### src/rtl/id_decode_stage.sv
// RV64I instruction-decode stage: opcode classification, immediate selection,
// register-field extraction and an ID/EX output slot with a one-entry skid.
module id_decode_stage #(
    parameter int DATA_WIDTH   = 64,
    parameter int INST_WIDTH   = 32,
    parameter int IMM_TYPE_NUM = 4,
    localparam int TW          = $clog2(IMM_TYPE_NUM)
) (
    input  logic                  clk,
    input  logic                  rst,
    input  logic                  flush,
    input  logic                  in_valid,
    output logic                  in_ready,
    input  logic [INST_WIDTH-1:0] in_inst,
    input  logic [DATA_WIDTH-1:0] in_pc,
    output logic [TW-1:0]         imm_type,
    input  logic [DATA_WIDTH-1:0] imm_in,
    output logic                  out_valid,
    input  logic                  out_ready,
    output logic [DATA_WIDTH-1:0] out_pc,
    output logic [INST_WIDTH-1:0] out_inst,
    output logic [DATA_WIDTH-1:0] out_imm,
    output logic [4:0]            out_rs1,
    output logic [4:0]            out_rs2,
    output logic [4:0]            out_rd,
    output logic                  out_use_imm,
    output logic                  out_illegal
);

    typedef struct packed {
        logic [DATA_WIDTH-1:0] pc;
        logic [INST_WIDTH-1:0] inst;
        logic [DATA_WIDTH-1:0] imm;
        logic                  use_imm;
        logic                  illegal;
    } id_ex_t;

    localparam logic [6:0] OPC_LOAD   = 7'b0000011;
    localparam logic [6:0] OPC_OPIMM  = 7'b0010011;
    localparam logic [6:0] OPC_OPIMMW = 7'b0011011;
    localparam logic [6:0] OPC_JALR   = 7'b1100111;
    localparam logic [6:0] OPC_SYSTEM = 7'b1110011;
    localparam logic [6:0] OPC_STORE  = 7'b0100011;
    localparam logic [6:0] OPC_LUI    = 7'b0110111;
    localparam logic [6:0] OPC_AUIPC  = 7'b0010111;
    localparam logic [6:0] OPC_BRANCH = 7'b1100011;
    localparam logic [6:0] OPC_JAL    = 7'b1101111;
    localparam logic [6:0] OPC_OP     = 7'b0110011;
    localparam logic [6:0] OPC_OPW    = 7'b0111011;

    localparam logic [1:0] SEL_ZERO = 2'd0;
    localparam logic [1:0] SEL_GEN  = 2'd1;
    localparam logic [1:0] SEL_JAL  = 2'd2;

    logic [6:0]            w_opcode;
    logic [1:0]            w_sel;
    logic                  w_use_imm;
    logic                  w_illegal;
    logic [DATA_WIDTH-1:0] w_jal_imm;
    logic [DATA_WIDTH-1:0] w_imm;
    logic                  w_accept;
    id_ex_t                w_new;

    id_ex_t r_main;
    id_ex_t r_skid;
    logic   r_main_valid;
    logic   r_skid_valid;

    assign w_opcode = in_inst[6:0];

    always_comb begin
        imm_type  = TW'(0);
        w_sel     = SEL_ZERO;
        w_use_imm = 1'b0;
        w_illegal = 1'b0;
        unique case (w_opcode)
            OPC_LOAD, OPC_OPIMM, OPC_OPIMMW, OPC_JALR, OPC_SYSTEM: begin
                imm_type  = TW'(0);
                w_sel     = SEL_GEN;
                w_use_imm = 1'b1;
            end
            OPC_STORE: begin
                imm_type  = TW'(1);
                w_sel     = SEL_GEN;
                w_use_imm = 1'b1;
            end
            OPC_LUI, OPC_AUIPC: begin
                imm_type  = TW'(2);
                w_sel     = SEL_GEN;
                w_use_imm = 1'b1;
            end
            OPC_BRANCH: begin
                imm_type = TW'(3);
                w_sel    = SEL_GEN;
            end
            OPC_JAL: begin
                w_sel     = SEL_JAL;
                w_use_imm = 1'b1;
            end
            OPC_OP, OPC_OPW: begin
                w_sel = SEL_ZERO;
            end
            default: begin
                w_illegal = 1'b1;
            end
        endcase
    end

    // J-type immediates never go through the shared generator
    assign w_jal_imm = {{(DATA_WIDTH-21){in_inst[31]}}, in_inst[31],
                        in_inst[19:12], in_inst[20], in_inst[30:21], 1'b0};

    always_comb begin
        w_imm = '0;
        unique case (w_sel)
            SEL_GEN: w_imm = imm_in;
            SEL_JAL: w_imm = w_jal_imm;
            default: w_imm = '0;
        endcase
    end

    assign w_new.pc      = in_pc;
    assign w_new.inst    = in_inst;
    assign w_new.imm     = w_imm;
    assign w_new.use_imm = w_use_imm;
    assign w_new.illegal = w_illegal;

    assign in_ready = !r_skid_valid;
    assign w_accept = in_valid && in_ready;

    always_ff @(posedge clk) begin
        if (rst || flush) begin
            r_main_valid <= 1'b0;
            r_skid_valid <= 1'b0;
        end else if (!r_main_valid || out_ready) begin
            if (r_skid_valid) begin
                r_main       <= r_skid;
                r_main_valid <= 1'b1;
                r_skid_valid <= 1'b0;
            end else if (w_accept) begin
                r_main       <= w_new;
                r_main_valid <= 1'b1;
            end else begin
                r_main_valid <= 1'b0;
            end
        end else if (w_accept) begin
            r_skid       <= w_new;
            r_skid_valid <= 1'b1;
        end
    end

    assign out_valid   = r_main_valid;
    assign out_pc      = r_main.pc;
    assign out_inst    = r_main.inst;
    assign out_imm     = r_main.imm;
    assign out_use_imm = r_main.use_imm;
    assign out_illegal = r_main.illegal;
    assign out_rs1     = r_main.inst[19:15];
    assign out_rs2     = r_main.inst[24:20];
    assign out_rd      = r_main.inst[11:7];

endmodule

### config.mk
export PLATFORM = sky130hd
export DESIGN_NAME = id_decode_stage
export DESIGN_NICKNAME = d
export VERILOG_FILES = /design/src/rtl/id_decode_stage.sv
export SDC_FILE = /design/constraint.sdc
export NUM_CORES = 1
export LEC_CHECK = 0
export ABC_AREA = 0
export ABC_CLOCK_PERIOD_IN_PS = 9800
export CAP_MARGIN = 20
export CORE_UTILIZATION = 44
export CTS_CLUSTER_DIAMETER = 80
export DETAILED_ROUTE_END_ITERATION = 8
export PLACE_DENSITY_LB_ADDON = 0.15
export SLEW_MARGIN = 10
export SYNTH_ARGS = -nofsm -noshare
export SYNTH_HDL_FRONTEND = slang
export SYNTH_SLANG_ARGS = --single-unit
### constraint.sdc
create_clock -name clk -period 9.8 [get_ports clk]
set_clock_uncertainty 0.05 [all_clocks]
set_input_delay 1.47 -clock clk [delete_from_list [all_inputs] [get_ports clk]]
set_output_delay 1.47 -clock clk [all_outputs]
set_load 0.005 [all_outputs]
==> metrics.log, run 1 <==
[metrics] crit path launch type: primary input
[metrics] routed wire length: 28.7 mm
[metrics] placed wire-length estimate after detailed placement: 18.4 mm
[metrics] total power per unit cell area: 170 nW/um^2
[metrics] TritonCTS clock tree: built
[metrics] total CTS buffers: 36
[metrics] critical path's largest stage delay: 0.61 ns
[metrics] Final period util: 50.9%
[metrics] Sinks on Clock Net: 326
[metrics] standby leakage power: 0.00633 uW
[metrics] peak clock frequency supported by timing: 0.200 GHz
[metrics] total number of vias: 7255
[metrics] number of stages on the worst setup path: 6
[metrics] x dimension of the die: 172 microns
[metrics] commonest register cell after synthesis: sky130_fd_sc_hd__edfxtp_1
[metrics] pre-CTS setup slack: 4.37 ns
[metrics] Rel. slew slack: 31.2%
[metrics] starting density of the core: 45.3%
[metrics] count of cell types in the netlist: 38
[metrics] Port Buffer Count: 345
[metrics] root buffer cell: sky130_fd_sc_hd__clkbuf_16
[metrics] routing usage on met3: 8.26%
[metrics] post-route design area: 17500 sq um
[metrics] worst flop-to-flop path startpoint: r_skid_valid$_SDFFE_PP0P_
[metrics] post-cts repair resize count: 0
[metrics] clock-pin slew on the worst setup and hold paths: 0.06 ns
[metrics] Post-synth EDFFs: 324
[metrics] number of nets in the synthesized netlist: 856
[metrics] post-route setup TNS: 0 ns
[metrics] CTS hold repair buffers: 0
[metrics] RSZ-0062 raised after global routing: false
[metrics] Iter 0 DRT Violations: 484
[metrics] critical path's most frequent cell: sky130_fd_sc_hd__clkdlybuf4s50_1
[metrics] peak-usage layer in the global routing report: met2
[metrics] Worst Tran Pin Value: 1.03 ns
[metrics] status: finished, final reports clean
[metrics] RePlAce Congestion: 0.789
[metrics] asr flop ratio synth: 0%
[metrics] endpoint of the most critical setup path: imm_type[1]
[metrics] gr usage total: 18.8%
[metrics] maximum fanout encountered on the critical timing path: 6
[metrics] gate count after technology mapping: 689
[metrics] Hold Fails Final Rpt: 0
[metrics] final critical-path setup slack: 4.81 ns
[metrics] standard cell core area: 28100 sq um
[metrics] Area after DPL: 16400 sq um
[metrics] row cnt: 61
[metrics] total I/O pin count: 346
[metrics] post-layout minimum cycle time: 4.99 ns
[metrics] capturing point of the worst reg2reg path: r_skid[137]$_DFFE_PP_
[metrics] most frequent standard cell in the layout excluding fill and tap cells: sky130_fd_sc_hd__clkdlybuf4s50_1
[metrics] maximum clock insertion buffer count: 3
[metrics] slowest stage cell, crit path: sky130_fd_sc_hd__clkdlybuf4s50_1
[metrics] clock latency reported for the late side of the worst-skew pair: 0.50 ns
[metrics] ANT nets after route: 0
[metrics] mean area per synthesized cell: 18.4 sq um
[metrics] Syn Std Cell Area: 12700 sq um
[metrics] total DRC errors in the routed layout: 0
[metrics] full die area: 29600 sq um
[metrics] Peak VDD IR: 104 uV
[metrics] detailed-route wire length per cell: 20.0 microns
[metrics] Die Height: 172 microns
[metrics] max_cap viols: 0
[metrics] buffer and inverter count on the worst path: 3
[metrics] R2R cell count: 4
[metrics] Detailed Routing Iterations Pass 1: 4
[metrics] number of global-route vias before repair: 7215
[metrics] final hold slack: 0.474 ns
[metrics] arrival time of data at the critical path endpoint: 3.47 ns
[metrics] critical setup path kind: primary input to output port
[metrics] Critical Path, Cell by Cell: clkdlybuf4s50_1 > inv_2 > or3_4 > o21a_1 > nor3_1 > clkdlybuf4s50_1
[metrics] Post-CTS Repair Setup Buffers: 0
[metrics] pin count of the biggest net entering global routing: 85
[metrics] final net count: 1194
[metrics] global route total overflow: 0
[metrics] commonest non-fill, non-tap cells in the layout: sky130_fd_sc_hd__clkdlybuf4s50_1 (345), sky130_fd_sc_hd__edfxtp_1 (324), sky130_fd_sc_hd__mux2_2 (140)
[metrics] synth-to-layout area growth: 38.1%
[metrics] endpoint required time on the critical path: 8.28 ns
[metrics] flops & latches, synth: 326
[metrics] met1 track demand over resource in global routing: 23.2%
[metrics] Ys Warns: 0
[metrics] path category of the worst min-delay check: register to register
[metrics] fraction of final layout cells sized beyond drive strength 1: 19.7%
[metrics] setup slack, reg-to-reg: 6.21 ns
[metrics] Critical Path End Type: output port
[metrics] antenna violations before repair: 2
[metrics] first-pass GRT wire length: 42.2 mm
[metrics] start point of the critical path: in_inst[5]
[metrics] CTS H-tree lvls: 2
[metrics] Final setup violation count: 0
[metrics] cell class contributing the biggest share of worst-path delay: buffers and inverters
[metrics] post-synthesis sequential area ratio: 76.9%
[metrics] final-report max-slew violation count: 0
[metrics] met2 demand-to-capacity share in global routing: 29.8%
[metrics] mean number of vias per cell: 5.07
==> per-stage QoR <==
| step | util, % | instances | total power (uW) |
|---|---|---|---|
| after floorplan | - | 689 | 1640 |
| after global placement | 58.5 | 1366 | 1760 |
| after detailed placement | 58.5 | 1366 | 1760 |
| after CTS | 62.4 | 1428 | 3020 |
| after global routing | 62.4 | 1429 | 3080 |
| final | 62.5 | 1432 | 2980 |
==> where the power goes <==
group | switching, uW | internal (uW)
Combinational | 60.1 | 111
Clock | 516 | 737
Sequential | 6.73 | 1550
==> how the worst min path moves through the flow <==
stage / from / to / slack, ns / depth (start not counted)
final: r_skid[19]$_DFFE_PP_ / out_imm[17]$_DFFE_PP_ / 0.47 / 2
after global routing: r_skid[10]$_DFFE_PP_ / out_imm[8]$_DFFE_PP_ / 0.50 / 2
after CTS: out_valid$_SDFFE_PP0P_ / r_skid_valid$_SDFFE_PP0P_ / 0.48 / 2
after detailed placement: r_skid[19]$_DFFE_PP_ / out_imm[17]$_DFFE_PP_ / 0.46 / 2
after global placement: out_valid$_SDFFE_PP0P_ / r_skid_valid$_SDFFE_PP0P_ / 0.45 / 2
after floorplan: out_valid$_SDFFE_PP0P_ / r_skid_valid$_SDFFE_PP0P_ / 0.45 / 2
==> registers in the layout (all words and copies together) (netlist names) <==
| signal | cells |
|---|---|
| r_skid | 162 |
| out_imm | 64 |
| out_pc | 64 |
| out_inst | 32 |
| out_illegal | 1 |
| out_use_imm | 1 |
| out_valid | 1 |
| r_skid_valid | 1 |
==> final cells by class <==
cell class,instances,area (sq um)
diodes,3,7.51
clock buffers,41,941
clock inverters,21,145
fillers,2121,10500
inverters,4,15.0
multi-input cells,305,2660
flip-flops and latches,326,9770
well taps,378,473
repair buffers,354,3530
==> worst reg2reg max path, cell delays in order (launching register included) <==
cell	delay, ns
sky130_fd_sc_hd__dfxtp_4	0.57
sky130_fd_sc_hd__inv_2	0.45
sky130_fd_sc_hd__buf_4	0.48
sky130_fd_sc_hd__and4b_4	0.78
sky130_fd_sc_hd__buf_4	0.83
==> cell usage after synthesis, drive strengths merged (3+ instances only) <==
cell type / number / area [sq um]
inv: 4 / 15.0
buf: 44 / 255
a22oi: 19 / 143
mux2: 140 / 1580
nor2b: 3 / 18.8
nand2: 26 / 97.6
edfxtp: 324 / 9730
o21ai: 4 / 20.0
a21o: 44 / 330
nor2: 25 / 93.8
clkbuf: 10 / 37.5
o31ai: 20 / 150
==> cell families after synthesis <==
group                      share of synthesized area [%]
and+or+nand+nor                                     2.41
DFF                                                 76.9
muxes                                               12.5
AOI/OAI and AO/OA                                   5.62
adders and majority gates                          0.197
buffers and inverters                               2.42
==> per-layer routing <==
| metal | wire length [microns] | vias up |
|---|---|---|
| met4 | 615 | 2 |
| met1 | 11300 | 3563 |
| met3 | 3130 | 47 |
| met2 | 13600 | 259 |
| met5 | 10 | - |
| li1 | - | 3384 |
Power figures use the tool's default switching activity.
==> run 2: changes to the inputs <==
--- a/config.mk
+++ b/config.mk
@@ -6,9 +6,9 @@
 export NUM_CORES = 1
 export LEC_CHECK = 0
 export ABC_AREA = 0
-export ABC_CLOCK_PERIOD_IN_PS = 9800
+export ABC_CLOCK_PERIOD_IN_PS = 4730
 export CAP_MARGIN = 20
-export CORE_UTILIZATION = 44
+export CORE_UTILIZATION = 47
 export CTS_CLUSTER_DIAMETER = 80
 export DETAILED_ROUTE_END_ITERATION = 8
 export PLACE_DENSITY_LB_ADDON = 0.15
==> constraint.sdc (replaced) <==
create_clock -name clk -period 4.73 [get_ports clk]
set_clock_uncertainty 0.05 [all_clocks]
set_input_delay 0.7095 -clock clk [delete_from_list [all_inputs] [get_ports clk]]
set_output_delay 0.7095 -clock clk [all_outputs]
set_load 0.005 [all_outputs]
==> run 2 against run 1 <==
Register-to-register slack lost 4.0 ns. Design area shrank 0.18%. Sequential share of layout area grew 0.10 points. Critical endpoint unchanged. First-iteration DRC count grew 23%. The flow now finishes with violations (design-rule violations). Critical path type unchanged. Routed wire length shrank 0.29%.
==> metrics.log, run 2 (synthesis results as in run 1) <==
[metrics] post-layout utilization of the core: 66.6% (was 62.5%)
[metrics] maximum fanout encountered on the critical timing path: 6 (unchanged)
[metrics] standard cell core area: 26300 sq um (was 28100 sq um)
[metrics] Rel. slew slack: 33.7% (was 31.2%)
[metrics] endpoint of the most critical setup path: imm_type[1] (unchanged)
[metrics] starting density of the core: 48.4% (was 45.3%)
[metrics] violations in the final reports: design-rule violations
[metrics] Sinks on Clock Net: 326 (unchanged)
[metrics] number of instances in the placed design: 1327 (was 1366)
[metrics] register ranked first by flip-flop count: r_skid (unchanged)
[metrics] filler cell count in the final layout: 1889 (was 2121)
[metrics] number of cells on the worst hold path: 2 (unchanged)
[metrics] flip-flop count of the largest register, all copies and words added: 162 (unchanged)
[metrics] clock latency reported for the late side of the worst-skew pair: 0.49 ns (was 0.50 ns)
[metrics] pin count of the biggest net entering global routing: 102 (was 85)
[metrics] start point of the critical path: in_inst[5] (unchanged)
[metrics] final cell count without fillers: 1386 (was 1432)
[metrics] mean number of vias per cell: 5.22 (was 5.07)
[metrics] TritonCTS clock tree: built (unchanged)
[metrics] clock-pin slew on the worst setup and hold paths: 0.06 ns (about the same)
[metrics] global route total overflow: 0 (unchanged)
[metrics] Detailed Routing Iterations Pass 1: 9 (was 4)
[metrics] antenna cells: 0 (was 3)
[metrics] post-route setup TNS: 0 ns (unchanged)
[metrics] number of global-route vias before repair: 7606 (was 7215)
[metrics] crit path launch type: primary input (unchanged)
[metrics] total DRC errors in the routed layout: 23 (was 0)
[metrics] CTS H-tree lvls: 2 (unchanged)
[metrics] critical setup path kind: primary input to output port (unchanged)
[metrics] row cnt: 59 (was 61)
[metrics] max_cap viols: 0 (unchanged)
[metrics] Peak VDD IR: 332 uV (was 104 uV)
[metrics] Worst Tran Pin Value: 0.995 ns (was 1.03 ns)
[metrics] capturing point of the worst reg2reg path: out_inst[18]$_DFFE_PP_ (was r_skid[137]$_DFFE_PP_)
[metrics] final hold slack: 0.468 ns (was 0.474 ns)
[metrics] Post-CTS Repair Setup Buffers: 0 (unchanged)
[metrics] commonest non-fill, non-tap cells in the layout: sky130_fd_sc_hd__clkdlybuf4s50_1 (345), sky130_fd_sc_hd__edfxtp_1 (324), sky130_fd_sc_hd__mux2_2 (140) (unchanged)
[metrics] first-pass GRT wire length: 44.5 mm (was 42.2 mm)
[metrics] Die Height: 166 microns (was 172 microns)
[metrics] R2R cell count: 3 (was 4)
[metrics] synth-to-layout area growth: 37.8% (was 38.1%)
[metrics] total I/O pin count: 346 (unchanged)
[metrics] final net count: 1197 (was 1194)
[metrics] peak clock frequency supported by timing: 0.294 GHz
[metrics] routed wire length: 28.6 mm (was 28.7 mm)
[metrics] ANT nets after route: 0 (unchanged)
[metrics] standby leakage power: 0.00633 uW (about the same)
[metrics] placed wire-length estimate after detailed placement: 18.4 mm (about the same)
[metrics] endpoint required time on the critical path: 3.97 ns (was 8.28 ns)
[metrics] Port Buffer Count: 345 (unchanged)
[metrics] RSZ-0062 raised after global routing: false (unchanged)
[metrics] total CTS buffers: 36 (unchanged)
[metrics] Final setup violation count: 0 (unchanged)
[metrics] root buffer cell: sky130_fd_sc_hd__clkbuf_16 (unchanged)
[metrics] Iter 0 DRT Violations: 596 (was 484)
[metrics] total power per unit cell area: 348 nW/um^2 (was 170 nW/um^2)
[metrics] gr usage total: 20.8% (was 18.8%)
[metrics] Hold Fails Final Rpt: 0 (unchanged)
[metrics] post-layout minimum cycle time: 3.40 ns
[metrics] full die area: 27700 sq um (was 29600 sq um)
[metrics] total number of vias: 7231 (was 7255)
[metrics] Final period util: 71.8%
[metrics] CTS hold repair buffers: 0 (unchanged)
[metrics] setup slack, reg-to-reg: 2.17 ns (was 6.21 ns)
[metrics] antenna violations before repair: 2 (unchanged)
[metrics] arrival time of data at the critical path endpoint: 2.64 ns (was 3.47 ns)
[metrics] fraction of final layout cells sized beyond drive strength 1: 19.6% (was 19.7%)
[metrics] RePlAce Congestion: 0.776 (was 0.789)
[metrics] post-cts repair resize count: 0 (unchanged)
[metrics] maximum clock insertion buffer count: 3 (unchanged)
[metrics] status: complete, but fails checks (was finished, final reports clean)
[metrics] x dimension of the die: 166 microns (was 172 microns)
[metrics] detailed-route wire length per cell: 20.6 microns (was 20.0 microns)
[metrics] final-report max-slew violation count: 0 (unchanged)
[metrics] Critical Path End Type: output port (unchanged)
[metrics] path category of the worst min-delay check: register to register (unchanged)
[metrics] worst flop-to-flop path startpoint: r_skid_valid$_SDFFE_PP0P_ (unchanged)
[metrics] most frequent standard cell in the layout excluding fill and tap cells: sky130_fd_sc_hd__clkdlybuf4s50_1 (unchanged)
==> run 2: changes by cell type in the layout (fill, tap and decap cells not counted) <==
| cell | change |
|---|---|
| sky130_fd_sc_hd__buf_12 | +4 |
| sky130_fd_sc_hd__clkbuf_1 | +3 |
| sky130_fd_sc_hd__clkinv_2 | -3 |
| sky130_fd_sc_hd__diode_2 | -3 |
| sky130_fd_sc_hd__clkinv_1 | -2 |
| sky130_fd_sc_hd__buf_4 | -1 |
| sky130_fd_sc_hd__bufinv_16 | -1 |
| sky130_fd_sc_hd__clkinv_4 | -1 |
| sky130_fd_sc_hd__clkinvlp_4 | +1 |
==> run 2: metrics by stage <==
stage / total power [uW] / setup WS (ns) / area [sq um]
2_1_floorplan: 3390 / 0.805 / 12700
3_3_place_gp: 3640 / 1.10 / 16500
3_5_place_dp: 3650 / 1.02 / 16500
4_1_cts: 6170 / 1.33 / 17500
5_1_grt: 6310 / 1.25 / 17500
6_report: 6100 / 1.33 / 17500
==> run 2: worst min path at each step <==
stage	slack, ns	start	to
6_report	0.47	r_skid[3]$_DFFE_PP_	out_imm[1]$_DFFE_PP_
5_1_grt	0.49	r_skid[11]$_DFFE_PP_	out_imm[9]$_DFFE_PP_
4_1_cts	0.48	r_skid[3]$_DFFE_PP_	out_imm[1]$_DFFE_PP_
3_5_place_dp	0.46	r_skid[21]$_DFFE_PP_	out_imm[19]$_DFFE_PP_
3_3_place_gp	0.45	r_skid[13]$_DFFE_PP_	out_imm[11]$_DFFE_PP_
2_1_floorplan	0.45	r_skid[12]$_DFFE_PP_	out_imm[10]$_DFFE_PP_
==> run 2: layout make-up <==
type / instances / area, sq um / share of cell area [%]
multi-input combinational: 305 / 2660 / 15.2
sequential: 326 / 9770 / 55.8
clock inverter: 15 / 91.3 / 0.521
clock buffer: 44 / 952 / 5.44
tap: 335 / 419 / 2.39
timing repair buffer: 357 / 3610 / 20.6
inverter: 4 / 15.0 / 0.0857
==> run 2: metal layers <==
| layer | up-vias | global-route usage (%) | routed length, microns |
|---|---|---|---|
| li1 | 3369 | - | - |
| met1 | 3564 | 26.1 | 11300 |
| met2 | 253 | 33.2 | 13700 |
| met3 | 43 | 8.48 | 2990 |
| met4 | 2 | 5.76 | 615 |
| met5 | - | 0 | 13 |
==> run 2: where the power goes <==
part	internal (uW)	switching, uW	leakage (uW)
clock network	1470	1040	0.000508
registers	3220	13.5	0.00311
logic	233	126	0.00271
total	4920	1180	0.00633
==> run 2: worst max-delay path, stage by stage <==
cell	delay, ns
sky130_fd_sc_hd__clkdlybuf4s50_1	0.57
sky130_fd_sc_hd__inv_2	0.09
sky130_fd_sc_hd__or3_4	0.40
sky130_fd_sc_hd__o21a_1	0.18
sky130_fd_sc_hd__nor3_1	0.13
sky130_fd_sc_hd__clkdlybuf4s50_1	0.55
